==> src/rtl/dot_product_arbiter.sv <==
// Round-robin arbiter sharing one dot-product engine among N requesters.
// Latency: ack one cycle after req seen in IDLE; resp_v 3 cycles + engine latency after req.
// Backpressure: requesters hold req until ack; engine handshake is eng_clr pulse / eng_out_v level.
//
// Ports:
//   clk, rst        clock, asynchronous active-high reset
//   req, req_a      per-requester request and packed D x W vectors
//   ack             one-cycle one-hot pulse when the winner's vector is captured
//   resp_v          one-cycle one-hot pulse, resp_data/resp_err valid with it
//   eng_clr, eng_a  clear pulse and operand vector to the shared engine
//   eng_out(_v)     engine result and its level-valid
// Optional: define ARB_TIMEOUT_EN to add a WAIT watchdog of TIMEOUT cycles
// that aborts the job with resp_data=0 and resp_err=1.

module dot_product_arbiter #(
  parameter int W       = 16,
  parameter int D       = 4,
  parameter int N       = 4,
  parameter int TIMEOUT = 64
) (
  input  logic               clk,
  input  logic               rst,
  input  logic [N-1:0]       req,
  input  logic [N*D*W-1:0]   req_a,
  output logic [N-1:0]       ack,
  output logic [N-1:0]       resp_v,
  output logic [2*W-1:0]     resp_data,
  output logic               resp_err,
  output logic               eng_clr,
  output logic [D*W-1:0]     eng_a,
  input  logic [2*W-1:0]     eng_out,
  input  logic               eng_out_v
);

  localparam int IW = (N > 1) ? $clog2(N) : 1;

  typedef enum logic [1:0] {S_IDLE, S_GRANT, S_WAIT, S_RESPOND} state_t;

  state_t          state;
  logic [IW-1:0]   ptr;       // last granted index
  logic [IW-1:0]   winner;    // requester owning the job in flight
  logic            found;
  logic [IW-1:0]   win_idx;
  logic [IW:0]     cand;      // one extra bit so ptr+k cannot wrap before the mod-N fold
  logic [D*W-1:0]  sel_a;

`ifdef ARB_TIMEOUT_EN
  localparam int CW = $clog2(TIMEOUT + 1);
  logic [CW-1:0]   wd_cnt;
  logic            err_q;
  assign resp_err = err_q;
`else
  assign resp_err = 1'b0;
`endif

  function automatic logic [N-1:0] onehot(input logic [IW-1:0] i);
    onehot    = '0;
    onehot[i] = 1'b1;
  endfunction

  // Scan starts one past the last grant, so the most recent winner is lowest priority.
  always_comb begin
    found   = 1'b0;
    win_idx = '0;
    cand    = '0;
    for (int k = 1; k <= N; k++) begin
      cand = {1'b0, ptr} + (IW+1)'(k);
      if (cand >= (IW+1)'(N)) cand = cand - (IW+1)'(N);
      if (!found && req[cand[IW-1:0]]) begin
        found   = 1'b1;
        win_idx = cand[IW-1:0];
      end
    end
  end

  // Winner's vector via a constant-slice mux.
  always_comb begin
    sel_a = '0;
    for (int i = 0; i < N; i++) begin
      if (win_idx == IW'(i)) sel_a = req_a[i*D*W +: D*W];
    end
  end

  always_ff @(posedge clk or posedge rst) begin
    if (rst) begin
      state     <= S_IDLE;
      ptr       <= IW'(N-1);
      winner    <= '0;
      ack       <= '0;
      resp_v    <= '0;
      resp_data <= '0;
      eng_clr   <= 1'b0;
      eng_a     <= '0;
`ifdef ARB_TIMEOUT_EN
      wd_cnt    <= '0;
      err_q     <= 1'b0;
`endif
    end else begin
      // Pulse outputs default low; each is raised for exactly one state.
      ack     <= '0;
      resp_v  <= '0;
      eng_clr <= 1'b0;
`ifdef ARB_TIMEOUT_EN
      err_q   <= 1'b0;
`endif
      case (state)
        S_IDLE: begin
          if (found) begin
            winner  <= win_idx;
            ack     <= onehot(win_idx);
            eng_clr <= 1'b1;
            eng_a   <= sel_a;   // held until the next grant
            state   <= S_GRANT;
          end
        end
        S_GRANT: begin
`ifdef ARB_TIMEOUT_EN
          wd_cnt <= '0;
`endif
          state  <= S_WAIT;
        end
        S_WAIT: begin
          if (eng_out_v) begin
            resp_data <= eng_out;
            resp_v    <= onehot(winner);
            state     <= S_RESPOND;
          end
`ifdef ARB_TIMEOUT_EN
          else if (wd_cnt == CW'(TIMEOUT - 1)) begin
            resp_data <= '0;
            err_q     <= 1'b1;
            resp_v    <= onehot(winner);
            state     <= S_RESPOND;
          end else begin
            wd_cnt <= wd_cnt + CW'(1);
          end
`endif
        end
        S_RESPOND: begin
          ptr   <= winner;
          state <= S_IDLE;
        end
        default: state <= S_IDLE;
      endcase
    end
  end

endmodule

==> config.mk <==
export PLATFORM = sky130hd
export DESIGN_NAME = dot_product_arbiter
export DESIGN_NICKNAME = d
export VERILOG_FILES = /design/src/rtl/dot_product_arbiter.sv
export SDC_FILE = /design/constraint.sdc
export NUM_CORES = 1
export LEC_CHECK = 0
export ABC_AREA = 1
export CAP_MARGIN = 20
export CORE_AREA = 2 2 158 160
export CTS_BUF_LIST = sky130_fd_sc_hd__clkbuf_8
export CTS_CLUSTER_SIZE = 8
export DETAILED_ROUTE_END_ITERATION = 6
export DIE_AREA = 0 0 160 162
export GPL_TIMING_DRIVEN = 0
export SLEW_MARGIN = 20
export SYNTH_ARGS = -nofsm -noshare
export SYNTH_HDL_FRONTEND = slang
export SYNTH_SLANG_ARGS = --single-unit
==> constraint.sdc <==
create_clock -name clk -period 4 [get_ports clk]
set_clock_uncertainty 0.15 [all_clocks]
set_input_delay 0.6 -clock clk [delete_from_list [all_inputs] [get_ports clk]]
set_output_delay 0.6 -clock clk [all_outputs]
set_load 0.02 [all_outputs]
Yosys cells after proc, flatten, opt, wreduce, memory -nomap -nowiden
Index checks and enable logic that the tools add are counted.
Word-level totals
  word-level logic and storage cells: 86
  bits of input ports: 295
  output and inout bits: 106
  memories kept: 0
  bits in registers: 111
  ROM bits: 0
  bits in writable memories: 0
  bits in latches: 0
Cells by class
  $lt $le $gt $ge: 12
  div/mod/pow operators: 0
  $add $sub $neg: 8
  equality and inequality tests: 8
  reduce and logical (&&, ||, !) cells: 13
  shift operators: 0
  multiplexer cells: 37
  $mul: 0
  bitwise gates (word level): 0
Operators with widths (number)
  $mux 64: 4
  $mux 2: 10
  $lt 2x3->1 const B: 6
  $mux 4: 4
  $ge 3x3->1 const B: 4
  $mux 1: 12
  $bmux 1 s2: 4
  $eq 2x2->1 const B: 4
  $pmux 2 s4: 1
  $sub 2x1->2 const B: 4
  $add 2x2->3 const B: 2
  $reduce_and 2->1: 3
  $logic_and 1x1->1: 5
  $demux 1 s2: 2
  $eq 2x1->1 const B: 2
  $ge 2x1->1 const B: 2
  $logic_not 2->1: 2
  $ne 2x2->1 const B: 2
  $add 2x1->3 const B: 1
  $add 2x3->3 const B: 1
  $logic_not 1->1: 3

Logic depth before layout (Yosys ltp)
  word-level depth: 21
  gate-level depth with buffers: 16
  gate-level depth less buffers: 15

Worst setup path after synthesis
Ideal clock, no wire load.
  kind: register to register
  start point: reg ptr[0]
  end point: reg eng_a[2]
  slack: 1.797 ns
  clock period less this slack: 2.203 ns
  path buffers: 4
  required time: 3.734 ns
  stages on the path, launching flop included: 16
  setup time: 0.116 ns
  arrival time: 1.936 ns
  cells stage by stage: dfstp_2 > buf_4 > nand2_1 > nand2_1 > nand2_1 > nand2_2 > nor2_1 > a21oi_2 > nand3_2 > buf_6 > buf_8 > buf_6 > o21ai_1 > nand3_1 > nand2_1 > nand2_1
On the way
  word-level cells in the longest chain between the ends: 20
  elaborated cells on any way between the ends: 47
  classes of those cells: add/sub: 8; order compare: 4; eq/ne: 3; mux: 24; reduce/logical: 8
Ends and longest elaborated chain
  start, declared: RTL line 40  | logic [IW-1:0] ptr;
  start signal, assigned: RTL line 87  | ptr <= IW'(N-1);
  start signal, assigned: RTL line 140  | ptr <= winner;
  $add 2x1->3: RTL line 67  | cand = {1'b0, ptr} + (IW+1)'(k);
  $ge 3x3->1 or $sub 2x1->2 (tied branches): RTL line 68  | if (cand >= (IW+1)'(N)) cand = cand - (IW+1)'(N);
  $mux 2: RTL line 68
  $bmux 1 s2: RTL line 69  | if (!found && req[cand[IW-1:0]]) begin
  $mux 1 (implied by the code): RTL line 69
  $mux 1: RTL line 69
  $logic_not 1->1: RTL line 69
  $logic_and 1x1->1: RTL line 69
  $mux 1: RTL line 69
  $logic_not 1->1: RTL line 69
  $logic_and 1x1->1: RTL line 69
  $mux 1: RTL line 69
  $logic_not 1->1: RTL line 69
  $logic_and 1x1->1: RTL line 69
  $mux 2: RTL line 69
  $logic_not 2->1: RTL line 80  | if (win_idx == IW'(i)) sel_a = req_a[i*D*W +: D*W];
  $mux 64 (4 in a row): RTL line 80
  end signal, assigned: RTL line 112  | eng_a <= sel_a;
  end, declared: RTL line 30  | output logic [D*W-1:0] eng_a,
Several ways; a longest one is shown, not always the timed one. The select of a mux whose other input is x is not followed.
A chain may end at the register's enable or synchronous reset.

Worst setup path in the final report
  start point: reg ptr[0]
  end point: reg eng_a[1]
Same word-level chain as after synthesis.

==> summary.md <==
| Metric | Value |
|---|---|
| Detailed-route via count | between 8k and 9k |
| Critical Path RT | between 4000 and 5000 ps |
| Site row count | 57 |
| Synth Area in XOR/XNOR | 0 |
| Clk buf depth | 2 |
| Count leader, synth | nand2_1 |
| Tightest hold margin | about 340 ps |
| Post-synth top area share | 0.385 |
| Wirelength per Cell | approximately 18 µm |
| Worst hold path type | flip-flop to flip-flop |
| Die height | 162 µm |
| Mapped Area | approximately 7000 µm² |
| Synth Flop Type | dfrtp_1 |
| CP Launch Type | flip-flop |
| Synthesis Warnings | 0 |
| Largest cells by area after synthesis | dfrtp_1, nand2_1, nand3_1, inv_1, mux2_2 |
| Gr ovfl total | 0 |
| Number of global-route vias before repair | a little over 8k |
| Initial antenna violation count | 2 |
| Post-CTS sizing | 0 |
| Area leader, netlist | dfrtp_1 |
| Lkg Pwr | approximately 5.6 nW |
| CTS root buffer | clkbuf_8 |
| Ratio of cells with drive above 1 in the final layout | 0.0802 |
| Slowest cell on crit path | dfstp_2 |
| Final setup fails | 0 |
| Clk slew on worst S/H paths | about 130 ps |
| GP Congestion | 0.891 |
| Synth top cells by count | nand2_1, nand3_1, inv_1 |
| Mapped Nets | between 1k and 1.5k |
| First DRT Iteration DRCs | roughly 420 |
| Hold Vio Cnt, Final | 0 |
| Measured slew at the worst slew-check pin | roughly 700 ps |
| Final #Nets | 1,702 |
| Fill count | around 2.5k |
| Die area | 25,900 µm² |
| Final min period | around 3000 ps |
| I/O pin cnt | approximately 400 |
| Sequential area share after synthesis | 0.392 |
| Max Cap Viol | 0 |
| Critical Path Sink Type | flip-flop |
| Initial DRT Pass Iterations | 5 |
| Reg2Reg Launch Point | ptr[0]$_DFFE_PP1N_ |
| CP startpoint | ptr[0]$_DFFE_PP1N_ |
| ANT nets after route | 0 |
| # hold bufs at CTS | 0 |
| Finished Core Util | 0.486 |
| Critical path arrival | approximately 3200 ps |
| EDFF count, synth | 0 |
| Cell family with most CP delay | simple AND/OR/NAND/NOR gates |
| R2R cell count | 14 |
| Initial Utilization | 0.294 |
| Critical path depth | 14 |
| First-pass GRT wire length | about 48,000 µm |
| Pre-CTS WS | 622 ps |
| Period utilization | 0.747 |
| Hold depth | 2 |
| Synth Area in Adders | 0.00529 |
| Largest family of logic cells by synthesized area | simple AND/OR/NAND/NOR gates |
| Synth Area per Inst | around 7 µm² |
| Slew HR | 0.524 |
| Max-slew violation count | 0 |
| R2r endpoint | eng_a[1]$_DFFE_PP0P_ |
| Cell mode on critical path | nand2_1 |
| Core Footprint | between 20,000 and 25,000 µm² |
| Clock tree sinks | around 110 |
| CTS Buf Count | 9 |
| Post-CTS setup buffers | 0 |
| Area Overhead vs Synth | 65.3% |
| Crit Path Max Fanout | 10 |
| Register bit total from synthesis | between 100 and 150 |
| Crit path buf inv count | 2 |
| H-tree levels | 3 |
| Max IR drop VDD | ~0.00049 V |
| Clk_lat worst skew | 400 ps |
| Vias per cell | roughly 4.6 |
| DP HPWL | 25,600 µm |
| Antenna Cells | 0 |
| Synth Area in Compound Gates | 0.0508 |
| GRT Total Usage | 0.245 |
| Crit path to | eng_a[1]$_DFFE_PP0P_ |
| Mux share of post-synthesis cell area | 0.0508 |
| Port Buffer Count | 399 |
| Post-route DRC violation count | 0 |
| Post-synthesis simple-gate area fraction | 0.378 |
| Final WS setup | slightly above 1000 ps |
| RSZ-0062 raised after global routing | false |
| Max Fclk | 335 MHz |
| Fraction of registers with async set or reset after synthesis | 1.00 |
| Largest net degree at the start of global routing | 67 |
| Die width | roughly 160 µm |
| CP Class | flip-flop to flip-flop |
| CTS tree | built |
| Routed wire length | roughly 32,000 µm |
| Crit-path cells | buf_4 -> nand2_1 -> nand2_1 -> nand2_1 -> nand2_2 -> nor2_1 -> a21oi_2 -> nand2_1 -> nor2_2 -> buf_2 -> o21ai_0 -> nand2_1 -> nand3_1 -> nand2_1 |
| Pwr dens | 968 nW/µm² |
| R2r setup slk | approximately 1000 ps |
| Cell count after synthesis | between 900 and 1k |
| CP peak stage delay | between 500 and 600 ps |
| Status | finished clean |
| Synth unique cells | 32 |
-- worst min path at each step --
| stage | startpoint | endpoint | slack (ps) |
|---|---|---|---|
| 3_3_place_gp | eng_a[38]$_DFFE_PP0P_ | eng_a[38]$_DFFE_PP0P_ | 310 |
| 5_1_grt | eng_a[2]$_DFFE_PP0P_ | eng_a[2]$_DFFE_PP0P_ | 360 |
| 6_report | eng_a[58]$_DFFE_PP0P_ | eng_a[58]$_DFFE_PP0P_ | 340 |
| 3_5_place_dp | eng_a[2]$_DFFE_PP0P_ | eng_a[2]$_DFFE_PP0P_ | 310 |
| 2_1_floorplan | winner[1]$_DFFE_PP0P_ | resp_v[0]$_DFF_PP0_ | 300 |
| 4_1_cts | eng_a[57]$_DFFE_PP0P_ | eng_a[57]$_DFFE_PP0P_ | 340 |
-- tightest hold or removal path, cell delays in order, from the launching register on --
cell and delay (ps):
dfrtp_1 360, nand2_1 50, nand2_1 50
-- metal layers --
metal  share of wire  track usage  wire length [µm]
met2            0.50        0.438             16000
met1            0.40        0.294             12800
met3           0.082       0.0610              2620
met4           0.018       0.0643               575
met5         0.00078            0                25
-- cell usage in the layout (no fill, tap or decap), drive strengths merged --
cell           instances
a21boi                 1
a21oi                  4
a22oi                  1
buf                   54
clkbuf                23
clkdlybuf4s50        399
clkinv                 4
conb                   1
dfrtp                109
dfstp                  2
ha                     3
inv                  119
mux2                  32
nand2                343
nand3                170
nand3b                48
nand4                  4
nor2                  19
nor3                  10
o21ai                 60
o21bai                 2
o22ai                  1
-- metrics by stage --
step | TNS (ps) | instances | instance area [µm²] | total power (W)
after global routing | 0 | 1733 | 11700 | 0.0124
final | 0 | 1733 | 11700 | 0.0113
after global placement | -192810 | 1716 | 11500 | 0.0107
after detailed placement | 0 | 1717 | 11500 | 0.0107
after floorplan | 0 | 993 | 7090 | 0.00744
after CTS | 0 | 1733 | 11700 | 0.0115
-- report_power, final --
part           leakage [nW]  internal [W]  switching, W
clock network         0.102      0.000249      0.000480
registers              1.37       0.00169      0.000287
logic                  4.14       0.00329       0.00535
-- kinds of logic (layout without fill, tap and decap cells) --
group / Yosys count / in the layout
and+or+nand+nor: 594 / 594
buffers and inverters: 183 / 599
DFF: 111 / 111
AOI/OAI and AO/OA: 69 / 69
muxes: 32 / 32
adders and majority gates: 3 / 3
other: 1 / 1
-- layout make-up --
cell class / instances / area (µm²) / area share
repair buffers: 400 / 4020 / 0.343
multi-input cells: 699 / 3440 / 0.294
flip-flops and latches: 111 / 2780 / 0.237
inverters: 116 / 440 / 0.0376
plain buffers: 67 / 432 / 0.0368
well taps: 324 / 405 / 0.0346
clock buffers: 9 / 124 / 0.0106
clock inverters: 7 / 75.1 / 0.00641
-- flip-flops by register name, indices dropped and copies added, names as in the netlist --
register and flops:
resp_v 4, eng_a 64, ack 4, ptr 2
winner 2, state 2, resp_data 32, eng_clr 1
No activity file was read; power rests on OpenSTA's default activity.
